<file path="src/rtl/reg_write_ctrl.sv">
// Write-port arbiter for the general-register file: grants requester A or B round-robin
// and drives a registered one-hot WE/SEL/DATA, splitting AX..BX word writes into two byte beats.
module reg_write_ctrl (
    input  logic        CLK,
    input  logic        RST,
    input  logic        a_req,
    input  logic        a_w,
    input  logic [2:0]  a_reg,
    input  logic [15:0] a_data,
    output logic        a_ack,
    input  logic        b_req,
    input  logic        b_w,
    input  logic [2:0]  b_reg,
    input  logic [15:0] b_data,
    output logic        b_ack,
    output logic [11:0] WE,
    output logic        SEL,
    output logic [15:0] DATA,
    output logic        busy
);

    typedef enum logic [1:0] {IDLE, ISSUE, ISSUE_HI} state_t;

    state_t      state_q, state_d;
    logic        ptr_b_q, ptr_b_d;
    logic        owner_b_q, owner_b_d;
    logic        w_q, w_d;
    logic [2:0]  reg_q, reg_d;
    logic [15:0] data_q, data_d;
    logic [11:0] we_q, we_d;
    logic        sel_q, sel_d;
    logic        a_ack_q, a_ack_d;
    logic        b_ack_q, b_ack_d;
    logic        busy_q, busy_d;
    logic        gnt_a, gnt_b, last;

    // AX..BX word writes go through the shared byte mux, so they need two beats.
    function automatic logic is_split(input logic w, input logic [2:0] r);
        return w & ~r[2];
    endfunction

    function automatic logic [11:0] first_we(input logic w, input logic [2:0] r);
        if (w && r[2])
            return 12'b1 << (3'd7 - r);
        return 12'b1 << (4'd11 - {1'b0, r});
    endfunction

    function automatic logic [11:0] hi_we(input logic [2:0] r);
        return 12'b1 << (3'd7 - r);
    endfunction

    always_comb begin
        state_d   = state_q;
        ptr_b_d   = ptr_b_q;
        owner_b_d = owner_b_q;
        w_d       = w_q;
        reg_d     = reg_q;
        data_d    = data_q;
        we_d      = '0;
        sel_d     = 1'b0;
        a_ack_d   = 1'b0;
        b_ack_d   = 1'b0;
        busy_d    = 1'b0;
        gnt_a     = 1'b0;
        gnt_b     = 1'b0;
        last      = 1'b0;

        case (state_q)
            IDLE: begin
                gnt_a = a_req & (~b_req | ptr_b_q);
                gnt_b = b_req & ~gnt_a;
            end
            ISSUE: begin
                if (is_split(w_q, reg_q)) begin
                    state_d = ISSUE_HI;
                    we_d    = hi_we(reg_q);
                    sel_d   = 1'b1;
                    a_ack_d = ~owner_b_q;
                    b_ack_d = owner_b_q;
                    busy_d  = 1'b1;
                end else begin
                    last = 1'b1;
                end
            end
            ISSUE_HI: last = 1'b1;
            default:  state_d = IDLE;
        endcase

        // The owner still holds req in its final cycle, so only the other side may follow on.
        if (last) begin
            state_d = IDLE;
            gnt_a   = owner_b_q & a_req;
            gnt_b   = ~owner_b_q & b_req;
        end

        if (gnt_a || gnt_b) begin
            state_d   = ISSUE;
            owner_b_d = gnt_b;
            ptr_b_d   = gnt_b;
            w_d       = gnt_b ? b_w : a_w;
            reg_d     = gnt_b ? b_reg : a_reg;
            data_d    = gnt_b ? b_data : a_data;
            we_d      = first_we(w_d, reg_d);
            busy_d    = 1'b1;
            if (!is_split(w_d, reg_d)) begin
                a_ack_d = ~gnt_b;
                b_ack_d = gnt_b;
            end
        end
    end

    always_ff @(posedge CLK or posedge RST) begin
        if (RST) begin
            state_q   <= IDLE;
            ptr_b_q   <= 1'b1;
            owner_b_q <= 1'b0;
            w_q       <= 1'b0;
            reg_q     <= '0;
            data_q    <= '0;
            we_q      <= '0;
            sel_q     <= 1'b0;
            a_ack_q   <= 1'b0;
            b_ack_q   <= 1'b0;
            busy_q    <= 1'b0;
        end else begin
            state_q   <= state_d;
            ptr_b_q   <= ptr_b_d;
            owner_b_q <= owner_b_d;
            w_q       <= w_d;
            reg_q     <= reg_d;
            data_q    <= data_d;
            we_q      <= we_d;
            sel_q     <= sel_d;
            a_ack_q   <= a_ack_d;
            b_ack_q   <= b_ack_d;
            busy_q    <= busy_d;
        end
    end

    assign WE    = we_q;
    assign SEL   = sel_q;
    assign DATA  = data_q;
    assign a_ack = a_ack_q;
    assign b_ack = b_ack_q;
    assign busy  = busy_q;

endmodule

</file>
<file path="config.mk">
export PLATFORM = sky130hd
export DESIGN_NAME = reg_write_ctrl
export DESIGN_NICKNAME = d
export VERILOG_FILES = /design/src/rtl/reg_write_ctrl.sv
export SDC_FILE = /design/constraint.sdc
export NUM_CORES = 1
export LEC_CHECK = 0
export BUFFER_PORTS_ARGS = -buffer_cell sky130_fd_sc_hd__buf_2
export CAP_MARGIN = 20
export CORE_MARGIN = 2
export CORE_UTILIZATION = 47
export CTS_BUF_LIST = sky130_fd_sc_hd__clkbuf_8
export DETAILED_ROUTE_END_ITERATION = 16
export GPL_ROUTABILITY_DRIVEN = 0
export PLACE_DENSITY = 0.82
export SYNTH_ARGS = -nofsm -noshare
export SYNTH_HDL_FRONTEND = slang
export SYNTH_SLANG_ARGS = --single-unit
</file>
<file path="constraint.sdc">
create_clock -name CLK -period 2.39 [get_ports CLK]
set_input_delay 0 -clock CLK [delete_from_list [all_inputs] [get_ports CLK]]
set_output_delay 0 -clock CLK [all_outputs]
set_load 0.03 [all_outputs]
</file>
[Word-level counts from Yosys, hierarchy flattened]
Index checks and enable logic that the tools add are counted.
Storage, ports and cells
  memories kept: 0
  word-level logic and storage cells: 70
  memory bits (writable): 0
  latch bits: 0
  output and inout bits: 32
  bits in registers: 40
  bits in read-only memories: 0
  input port bits: 44
Operators by class
  eq/ne operators: 4
  muxes and demuxes: 31
  div/mod/pow operators: 0
  reductions and logical operators: 5
  bitwise gates (word level): 13
  multipliers: 0
  shift-type cells: 3
  $add $sub $neg: 3
  magnitude comparators: 0
Operators by type and width (number)
  $mux 12: 5
  $shl 1x3->12 const A: 2
  $mux 1: 19
  $mux 16: 1
  $shl 1x4->12 const A: 1
  $and 1x1->1: 6
  $mux 2: 3
  $not 1->1: 6
  $sub 3x3->3 const A: 2
  $ne 4x4->1 const B: 1
  $pmux 2 s2: 1
  $sub 4x3->4 const A: 1
  $mux 3: 1
  $ne 3x1->1 const B: 1
  $eq 2x1->1 const B: 1
  $eq 2x2->1 const B: 1
  $logic_not 2->1: 1
  $pmux 1 s2: 1
  $reduce_and 2->1: 1
  $reduce_or 2->1: 1
  $logic_and 1x1->1: 1
  $logic_or 1x1->1: 1
  $or 1x1->1: 1

[Longest topological paths before layout]
  depth in word-level cells: 13
  mapped depth: 10
  depth with buffers taken out: 7

[Worst setup path after synthesis]
No wires, ideal clock.
  path kind: register to register
  start: reg state_q[0]
  end: reg data_q[12], in the netlist DATA[12]
  data required time: 2.265 ns
  library setup time: 0.125 ns
  buffers on the path: 1
  setup slack: 0.174 ns
  data arrival time: 2.092 ns
  clock period less this slack: 2.216 ns
  cell stages (with the launch flop): 9
  cell sequence: dfrtp_1 > inv_1 > ha_1 > nand2_1 > o21ai_4 > mux2i_2 > buf_6 > mux2_2 > mux2_2
On the way
  longest elaborated chain between the ends: 4
  elaborated cells on any way between the ends: 10
  those cells by class: 2 x eq/ne; 6 x mux; 2 x reduce/logical
Ends and longest elaborated chain
  start: declaration: RTL line 24  | state_t state_q, state_d;
  start signal: assignment: RTL line 126  | state_q <= state_d;
  $eq 2x2->1 (tied with other cells): RTL line 68  | case (state_q)
  $pmux 1 s2 or $mux 1 (tied branches): RTL line 68
  $mux 1: RTL line 90  | if (last) begin
  $mux 16 or $logic_or 1x1->1 (tied branches): RTL line 102, 96
  end signal: assignment: RTL line 131  | data_q <= data_d;
  end: declaration: RTL line 29  | logic [15:0] data_q, data_d;
Parallel ways exist; a longest one is shown, timed or not.
A chain may end at the register's enable or synchronous reset.

[Final worst setup path]
  start: reg state_q[1]
  end: reg data_q[12], in the netlist DATA[12]
Same word-level chain as after synthesis.

==> impl_metrics.json <==
{
  "die_area_um2": 5203,
  "highest_layer": "met4",
  "reg2reg_depth": 8,
  "synth_edf_count": 0,
  "initial_core_util_pct": 49.43,
  "crit_path_end_kind": "flop",
  "clk_pin_slew_worst_paths_ns": 0.08,
  "final_nets": 327,
  "antenna_cells": 0,
  "crit_top_cell": "mux2_2",
  "routed-via-count": 1807,
  "reg2reg_from": "state_q[1]$_DFFE_PP0P_",
  "max_slew.worst_pin.slew_ns": 0.7520,
  "outcome": "finished clean",
  "required_ns": 2.57,
  "crit_type": "flop to flop",
  "arrival_ns": 2.56,
  "row_count": 24,
  "report.final.setup_viol": 0,
  "worstHoldStart": "b_data[11]",
  "die_width_um": 72.14,
  "slowest_stage": "mux2i_4",
  "pre_cts_ws_ns": -0.003072,
  "grt_pass1_wl_um": 7659,
  "final.setup.worst_slack_ns": 0.006401,
  "grt_pass1_vias": 1639,
  "layout_commonest_cell": "buf_2",
  "synthCells": 194,
  "wl_per_cell_um": 15.79,
  "max_clock_freq_mhz": 419.5,
  "final_cell_mix": "buf_2, mux2_2, dfrtp_1",
  "clockBufferDepth": 2,
  "hold_viol": 0,
  "p_per_area_nw_per_um2": 1580,
  "die_h_um": 72.14,
  "place_hpwl_um": 3365,
  "root_buffer": "clkbuf_8",
  "holdPathStages": 3,
  "synth_area_um2": 2182,
  "ys_ff_latch": 40,
  "synth-warning-count": 0,
  "portBuffers": 75,
  "dr.pass1.iters": 4,
  "syn_avg_cell_area_um2": 11.25,
  "wl_met2_um": 2752,
  "synth-seq-area-share_pct": 45.93,
  "clock-sinks": 40,
  "area_growth_pct": 33.09,
  "grt-ovfl-total": 0,
  "cts_buffers": 5,
  "cpPeakStageDelay_ns": 0.40,
  "drt_iter0_markers": 183,
  "fin_skew_ns": 0.002796,
  "drv_slew": 0,
  "power.total_mw": 4.590,
  "relSlewSlack_pct": 49.81,
  "cp_max_fo": 8,
  "top_level_ports": 76,
  "grt_antenna_before_repair": 0,
  "drc": 0,
  "path_cells": "inv_2 > ha_4 > nand2_2 > o21ai_4 > mux2i_4 > clkbuf_16 > mux2_2 > mux2_2",
  "peakVddDrop_mv": 0.8856,
  "layout-drive-gt1-share_pct": 52.31,
  "clk_latency_ns": 0.29,
  "r2r_end": "DATA[12]$_DFFE_PP0P_",
  "synth_ff_type": "dfrtp_1",
  "async_flop_share_pct": 100.0,
  "postRouteAntennaNets": 0,
  "route.met3.wl_um": 316,
  "synth_cell_type_count": 38,
  "maxCapViolCount": 0,
  "cp-start-kind": "flop",
  "fin_crit_ns": 2.384,
  "grt_max_degree": 25,
  "cts_tree": "built",
  "holdWs_ns": 0.04911,
  "drt-met1-wl_um": 2099,
  "r2r_slack_ns": 0.006,
  "syn-num-nets": 241,
  "power_leakage_nw": 1.430,
  "cts-htree-levels": 2,
  "grt_usage_pct": 18.96,
  "design.core.area_um2": 4414,
  "min_to": "DATA[11]$_DFFE_PP0P_",
  "wirelength_um": 5259,
  "viasPerCell": 5.426,
  "holdCritPathClass": "input port to flop",
  "fill_cells": 323,
  "fin_crit_sh_pct": 99.73
}
[critical path: cells and delay by family (launching register included)]
| kind | cells | cell delay (ns) |
|---|---|---|
| flip-flops | 1 | 0.39 |
| adder cells (fa/ha/maj) | 1 | 0.28 |
| multiplexers | 3 | 1.03 |
| AO/OA/AOI/OAI | 1 | 0.19 |
| AND/OR/NAND/NOR | 1 | 0.07 |
| buffers and inverters | 2 | 0.30 |
[final cells by class]
type	instances	area, um^2	share of cell area (%)
clock inverters	1	30.03	1.034
flip-flops and latches	40	1002	34.51
repair buffers	88	548.0	18.87
inverters	8	30.03	1.034
well taps	52	65.06	2.240
clock buffers	7	96.34	3.318
multi-input cells	137	1132	38.99
[cell families (layout without fill, tap and decap cells)]
family	Yosys count	in the layout	share of synthesized area, %
buffers and inverters	17	104	4.185
flip-flops	40	40	45.93
AND/OR/NAND/NOR	56	56	12.73
multiplexers	53	53	27.01
AO/OA/AOI/OAI	25	25	8.430
adder cells (fa/ha/maj)	3	3	1.720
[where the power goes]
| part | leakage (nW) | switching (mW) | internal [mW] |
|---|---|---|---|
| registers | 0.498 | 0.174 | 0.975 |
| clock network | 0.0645 | 0.240 | 0.369 |
| logic | 0.868 | 1.48 | 1.35 |
[synthesized netlist by cell type, drive strengths merged, types with 2 or more instances]
library cell	count	area (um^2)
mux2	44	495.5
dfrtp	39	975.9
nand2	19	71.32
nor2	13	48.80
a21oi	10	50.05
mux2i	9	93.84
buf	8	57.55
inv	8	30.03
or3	6	37.54
nand2b	5	31.28
nor3	5	25.02
o21ai	4	31.28
ha	3	37.54
nand3b	2	15.01
[stage by stage]
step / utilization, % / TNS (ns) / instance area, um^2 / std cells
after global routing: 65.79 / -0.1230 / 2904 / 333
final: 65.79 / 0 / 2904 / 333
after global placement: 60.09 / 0 / 2653 / 318
after CTS: 63.61 / 0 / 2808 / 328
after floorplan: - / 0 / 2182 / 194
after detailed placement: 60.09 / -0.004514 / 2653 / 318
[how the worst max path moves through the flow]
stage / slack [ns] / start / endpoint
2_1_floorplan: 0.17 / state_q[0]$_DFFE_PP0P_ / DATA[12]$_DFFE_PP0P_
5_1_grt: -0.06 / state_q[1]$_DFFE_PP0P_ / DATA[12]$_DFFE_PP0P_
4_1_cts: 0.02 / state_q[0]$_DFFE_PP0P_ / DATA[6]$_DFFE_PP0P_
3_5_place_dp: -0.003 / state_q[0]$_DFFE_PP0P_ / WE[7]$_DFF_PP0_
6_report: 0.006 / state_q[1]$_DFFE_PP0P_ / DATA[12]$_DFFE_PP0P_
3_3_place_gp: 0.08 / state_q[0]$_DFFE_PP0P_ / reg_q[1]$_DFFE_PP0P_
[registers in the layout, summed over array words and instances, names as in the netlist]
register / flops
DATA: 16
SEL: 1
WE: 12
a_ack: 1
b_ack: 1
busy: 1
owner_b_q: 1
ptr_b_q: 1
reg_q: 3
state_q: 2
w_q: 1
[per-layer routing]
metal	global-route usage, %	vias up
met4	7.757	0
met3	4.306	10
met5	0	-
li1	-	862
met1	22.99	867
met2	32.52	68
[repair_timing]
action,CTS,global route
hold endpoints to repair,18,0
gates cloned,0,2
resized for setup,1,5
pin swaps,1,2
setup endpoints to repair,10,23
hold buffers,1,0
setup buffers,1,3
No activity file was read; power rests on OpenSTA's default activity.
